$ cat config.mk
export PLATFORM = sky130hd
export DESIGN_NAME = wb_arbiter
export DESIGN_NICKNAME = d
export VERILOG_FILES = /design/src/rtl/cpu_pkg.sv /design/src/rtl/wb_fifo.sv /design/src/rtl/wb_arbiter.sv
export SDC_FILE = /design/constraint.sdc
export NUM_CORES = 1
export LEC_CHECK = 0
export ABC_AREA = 1
export BUFFER_PORTS_ARGS = -buffer_cell sky130_fd_sc_hd__buf_2
export CAP_MARGIN = 40
export CORE_MARGIN = 2
export CORE_UTILIZATION = 40
export DETAILED_ROUTE_END_ITERATION = 8
export GPL_ROUTABILITY_DRIVEN = 1
export PLACE_DENSITY = 0.58
export SLEW_MARGIN = 15
export SYNTH_ARGS = -nofsm -noshare
export SYNTH_HDL_FRONTEND = slang
export SYNTH_SLANG_ARGS = --single-unit
$ cat constraint.sdc
create_clock -name clk -period 2.4 [get_ports clk]
set_input_delay 0 -clock clk [delete_from_list [all_inputs] [get_ports clk]]
set_output_delay 0 -clock clk [all_outputs]
set_load 0.1 [all_outputs]
$ cat src/rtl/cpu_pkg.sv
// Shared CPU types: register-file widths and the writeback queue entry.
// Imported by the writeback arbiter and its result queue.
package cpu_pkg;

  localparam int DATA_W = 32;
  localparam int ADDR_W = 5;

  typedef struct packed {
    logic [ADDR_W-1:0] addr;
    logic [DATA_W-1:0] data;
    logic              squash;
  } wb_entry_t;

  typedef enum logic [1:0] {
    SEL_NONE,
    SEL_ALU,
    SEL_MDU
  } wb_sel_t;

  function automatic logic wb_commits(wb_entry_t e);
    return (e.addr != '0) && !e.squash;
  endfunction

endpackage

$ cat src/rtl/wb_fifo.sv
// MDU result queue for the writeback arbiter.
// Entries whose address matches the squash port are marked dead in place.
module wb_fifo #(
  parameter int DEPTH = 2,
  localparam int PW = $clog2(DEPTH),
  localparam int CW = PW + 1
) (
  input  logic                      clk,
  input  logic                      rst_n,
  input  logic                      push,
  input  cpu_pkg::wb_entry_t        push_entry,
  input  logic                      pop,
  output cpu_pkg::wb_entry_t        head,
  output logic                      full,
  output logic                      empty,
  output logic [CW-1:0]             count,
  input  logic                      sq_en,
  input  logic [cpu_pkg::ADDR_W-1:0] sq_addr
);
  import cpu_pkg::*;

  localparam logic [CW-1:0] FULL_CNT = CW'(DEPTH);

  wb_entry_t       mem [DEPTH];
  logic [PW-1:0]   wr_ptr;
  logic [PW-1:0]   rd_ptr;
  logic            push_ok;
  logic            pop_ok;
  logic            push_hit;

  assign full     = (count == FULL_CNT);
  assign empty    = (count == '0);
  assign head     = mem[rd_ptr];
  assign push_ok  = push && !full;
  assign pop_ok   = pop && !empty;
  assign push_hit = sq_en && (push_entry.addr == sq_addr);

  always_ff @(posedge clk) begin
    if (!rst_n) begin
      for (int i = 0; i < DEPTH; i++) begin
        mem[i] <= '0;
      end
      wr_ptr <= '0;
      rd_ptr <= '0;
      count  <= '0;
    end else begin
      for (int i = 0; i < DEPTH; i++) begin
        if (sq_en && (mem[i].addr == sq_addr)) begin
          mem[i].squash <= 1'b1;
        end
      end
      // a same-cycle push overrides the loop above for its slot
      if (push_ok) begin
        mem[wr_ptr].addr   <= push_entry.addr;
        mem[wr_ptr].data   <= push_entry.data;
        mem[wr_ptr].squash <= push_entry.squash | push_hit;
        wr_ptr             <= wr_ptr + 1'b1;
      end
      if (pop_ok) begin
        rd_ptr <= rd_ptr + 1'b1;
      end
      unique case ({push_ok, pop_ok})
        2'b10:   count <= count + 1'b1;
        2'b01:   count <= count - 1'b1;
        default: count <= count;
      endcase
    end
  end

endmodule

$ cat src/rtl/wb_arbiter.sv
// Register-file writeback arbiter: ALU results win, MDU results queue,
// stale MDU results are squashed, starvation raises stall_req.
module wb_arbiter #(
  parameter int DATA_W     = cpu_pkg::DATA_W,
  parameter int ADDR_W     = cpu_pkg::ADDR_W,
  parameter int DEPTH      = 2,
  parameter int STARVE_MAX = 3,
  localparam int CW        = $clog2(DEPTH) + 1
) (
  input  logic              clk,
  input  logic              rst_n,
  input  logic              alu_valid,
  input  logic [ADDR_W-1:0] alu_addr,
  input  logic [DATA_W-1:0] alu_data,
  input  logic              mdu_valid,
  output logic              mdu_ready,
  input  logic [ADDR_W-1:0] mdu_addr,
  input  logic [DATA_W-1:0] mdu_data,
  output logic [ADDR_W-1:0] r3_addr,
  output logic [DATA_W-1:0] r3_din,
  output logic              r3_wr,
  output logic              stall_req,
  output logic [CW-1:0]     pend_cnt
);
  import cpu_pkg::*;

  localparam int SW = $clog2(STARVE_MAX + 1);
  localparam logic [SW-1:0] SMAX = SW'(STARVE_MAX);

  wb_entry_t         push_entry;
  wb_entry_t         head;
  logic              full;
  logic              empty;
  logic [CW-1:0]     count;
  logic              push;
  logic              pop;
  logic              sq_en;
  wb_sel_t           sel;

  logic [SW-1:0]     starve_q;
  logic [SW-1:0]     starve_d;
  logic              stall_d;
  logic              wr_d;
  logic [ADDR_W-1:0] addr_d;
  logic [DATA_W-1:0] din_d;

  assign mdu_ready = !full;
  assign push      = mdu_valid && !full;
  assign pop       = (sel == SEL_MDU);
  assign sq_en     = alu_valid && (alu_addr != '0);
  assign pend_cnt  = count;

  assign push_entry = '{
    addr:   mdu_addr,
    data:   mdu_data,
    squash: 1'b0
  };

  wb_fifo #(
    .DEPTH (DEPTH)
  ) u_fifo (
    .clk        (clk),
    .rst_n      (rst_n),
    .push       (push),
    .push_entry (push_entry),
    .pop        (pop),
    .head       (head),
    .full       (full),
    .empty      (empty),
    .count      (count),
    .sq_en      (sq_en),
    .sq_addr    (alu_addr)
  );

  always_comb begin
    sel = SEL_NONE;
    if (alu_valid) begin
      sel = SEL_ALU;
    end else if (!empty) begin
      sel = SEL_MDU;
    end
  end

  always_comb begin
    wr_d   = 1'b0;
    addr_d = r3_addr;
    din_d  = r3_din;
    unique case (sel)
      SEL_ALU: begin
        wr_d   = (alu_addr != '0);
        addr_d = alu_addr;
        din_d  = alu_data;
      end
      SEL_MDU: begin
        wr_d   = wb_commits(head);
        addr_d = head.addr;
        din_d  = head.data;
      end
      default: begin
        wr_d = 1'b0;
      end
    endcase
  end

  // the head only loses to the ALU here, so non-empty without pop means a loss
  always_comb begin
    starve_d = starve_q;
    if (empty || pop) begin
      starve_d = '0;
    end else if (starve_q != SMAX) begin
      starve_d = starve_q + 1'b1;
    end
    stall_d = (starve_d == SMAX);
  end

  always_ff @(posedge clk) begin
    if (!rst_n) begin
      r3_wr     <= 1'b0;
      r3_addr   <= '0;
      r3_din    <= '0;
      stall_req <= 1'b0;
      starve_q  <= '0;
    end else begin
      r3_wr     <= wr_d;
      r3_addr   <= addr_d;
      r3_din    <= din_d;
      stall_req <= stall_d;
      starve_q  <= starve_d;
    end
  end

endmodule

==> qor.yml <==
status:
  status: "completed"
place:
  place_hpwl_mm: 8.966
  post-place-ws_ns: 0.6634
  portBuffers: 119
  gp_congestion: 0.8402
routing:
  wirelength_mm: 14.76
  vias_per_cell: 4.777
  remaining_drc_errors: 0
  first_pass_iters: 5
  ant_nets: 0
  wl_per_cell_um: 14.82
  drt_iter0_drc: 327
  vias: 4758
timing:
  setup_ws_ns: 0.2494
  rsz0062_at_grt: "false"
  final.setup.tns_ns: 0
  skew_ns: 0.007930
  drv_slew: 0
  period_needed_ns: 2.151
  worst_pin_slew_ns: 0.7361
  relSlewSlack_pct: 50.93
  timing.fmax_mhz: 465.0
  setup_viol: 0
  period_share_pct: 89.61
  hold_violations: 0
global_routing:
  grt_first_pass_wirelength_mm: 22.96
  overflow: 0
  grt_util_all_layers_pct: 20.13
  grt_max_degree: 55
  antenna_found_initial: 0
  grt_pass1_vias: 4676
setup_path:
  cp-end-kind: "register"
  path_max_fanout: 22
  worst_path_max_delay_cell: "dlygate4sd3_1"
  critPathTopFamily: "buffers and inverters"
  cp_num_cells: 8
  crit_path_max_incr_delay_ns: 0.56
  cp.required_ns: 2.76
  critPathKind: "register to register"
  crit_arrival_ns: 2.51
  startpoint_type: "register"
  cp.buffers_inverters: 3
  cp_cell_sequence: "nor2_2 > nor2_4 > buf_4 > o211ai_1 > nand3_1 > nand2_1 > dlygate4sd3_1 > inv_1"
  reg2reg_depth: 8
synthesis:
  syn_nets: 694
  netlist.area_leader.share_pct: 40.26
  netlist_top_cells_area: "edfxtp_1 (40%), dfxtp_1 (16%), inv_1 (6.4%)"
  synth_top_cell_by_area: "edfxtp_1"
  avgSynthCellArea_um2: 9.218
  synthesis.area_mm2: 0.005669
  synth_seq_cells: 122
  synth_cell_types: 35
  yosys_warnings: 0
  syn-instance-count: 615
  seq_area_frac_synth_pct: 56.50
final_layout:
  final_util_pct: 55.78
  num_antenna_cells: 0
  nets: 882
  area_delta_synth_final_pct: 36.57
  drive_gt1_share_pct: 25.98
clock_network:
  clock_path_buffers: 2
  cts-resized-gates: 0
  clk_pin_slew_worst_paths_ns: 0.05
  htree_levels: 4
  cts_tree: "yes"
  cts_setup_buffers: 0
  cts.sink_count: 122
  clockRootBuffer: "clkbuf_16"
  cts_buffers: 17
  clk_latency_ns: 0.42
power_and_ir_drop:
  p_per_area_mw_per_mm2: 970.6
  ir_drop_v: 0.0005842
  power_mw: 7.515
  power_leakage_nw: 3.452
floorplanning:
  start_util_pct: 40.84
  die_x_um: 123.1
  core_area_mm2: 0.01388
  dieArea_mm2: 0.01514
  fp-row-count: 43
  fp.dieH_um: 123.1
  ios: 120
hold_path:
  min_delay_path_depth: 5
  hold_path.class: "input port to register"
run:
  maxCapViolations: 0
-- kinds of logic (layout without fill, tap and decap cells) --
logic type	Yosys count	after routing	share of synthesized area (%)
adders and majority gates	1	1	0.2207
buffers and inverters	136	337	10.62
AOI/OAI and AO/OA	113	113	11.43
xor gates and xnor gates	7	7	1.081
DFF	122	122	56.50
muxes	1	1	0.1986
and+or+nand+nor	235	235	19.95
-- synthesized netlist by cell type --
library cell	instances
nand2_4	1
nor2_4	12
inv_2	5
ha_1	1
mux2_2	1
inv_1	97
o221ai_1	1
a21oi_1	11
buf_2	15
buf_1	3
nor2_1	63
edfxtp_1	76
nor2_2	32
dfxtp_1	46
o21ai_1	18
nand2_1	87
a211oi_1	11
nand3_4	1
clkbuf_1	4
nand4_1	1
buf_8	1
buf_6	6
nand2_2	1
nor3_1	2
a22oi_1	7
o21ai_0	51
a31oi_1	1
xnor2_1	2
nand3_1	33
and3_1	1
nor3_2	1
buf_4	4
o211ai_1	13
xor2_1	5
clkbuf_2	1
-- sequential cells by signal (all words and copies together), names as in the netlist, named ones only --
register       flops
u_fifo.mem        76
stall_req          1
starve_q           2
r3_wr              1
r3_din            32
u_fifo.wr_ptr      1
u_fifo.count       2
u_fifo.rd_ptr      1
r3_addr            5
-- timing repair --
item,in CTS,in global routing
hold endpoints to repair,110,0
setup endpoints to repair,0,0
hold buffers,76,0
-- power breakdown --
group          switching [mW]  internal [mW]
Combinational            1.69          0.488
Clock                   0.883           1.78
Sequential              0.151           2.52
Total                    2.72           4.79
-- layer usage --
| metal | vias up | wire, µm | track usage [%] |
|---|---|---|---|
| li1 | 2373 | - | - |
| met3 | 14 | 869 | 4.935 |
| met5 | - | 0 | 0 |
| met2 | 148 | 7160 | 33.87 |
| met1 | 2223 | 6579 | 25.89 |
| met4 | 0 | 148 | 5.611 |
-- cell usage in the layout (no fill, tap or decap), types with 5 or more instances in the layout --
master and count:
dlygate4sd3_1 76, inv_2 5, buf_2 119, clkbuf_1 5
a211oi_1 11, clkbuf_16 17, edfxtp_1 76, o21ai_1 18
nor2_2 32, nor2_4 12, nand3_1 33, xor2_1 5
a22oi_1 7, dfxtp_1 43, buf_4 7, inv_1 97
nand2_1 85, o211ai_1 13, o21ai_0 51, a21oi_1 11
nor2_1 63
-- worst register-to-register path: cells and delay by family, from the launching register on --
| kind | cells | cell delay (ns) |
|---|---|---|
| AOI/OAI and AO/OA | 1 | 0.16 |
| buffers and inverters | 3 | 0.96 |
| DFF | 1 | 0.40 |
| and+or+nand+nor | 4 | 0.57 |
-- metrics by stage --
step,area (µm²),instances,hold slack (ns)
after floorplan,5687,615,0.1701
after global placement,6369,888,0.2705
after detailed placement,6369,888,0.2895
after CTS,7742,996,0.02662
after global routing,7742,996,0.04934
final,7742,996,0.03783
-- area by class of cell --
type | count | area (µm²)
clock buffers | 24 | 471.7
multi-input cells | 357 | 1886
flip-flops and latches | 122 | 3207
well taps | 180 | 225.2
repair buffers | 203 | 1429
clock inverters | 8 | 141.4
fillers | 1263 | 6138
inverters | 102 | 382.9
-- worst paths after layout --
check / from / endpoint / slack [ns]
max: u_fifo.count[1]$_SDFFE_PN0P_ / r3_din[3]$_SDFFE_PN0P_ / 0.25
min reg2reg: starve_q[0]$_SDFF_PN0_ / starve_q[0]$_SDFF_PN0_ / 0.44
max reg2reg: u_fifo.count[1]$_SDFFE_PN0P_ / r3_din[3]$_SDFFE_PN0P_ / 0.25
min: alu_addr[1] / r3_addr[1]$_SDFFE_PN0P_ / 0.04
Note: power is estimated with default switching activity, not from simulation.
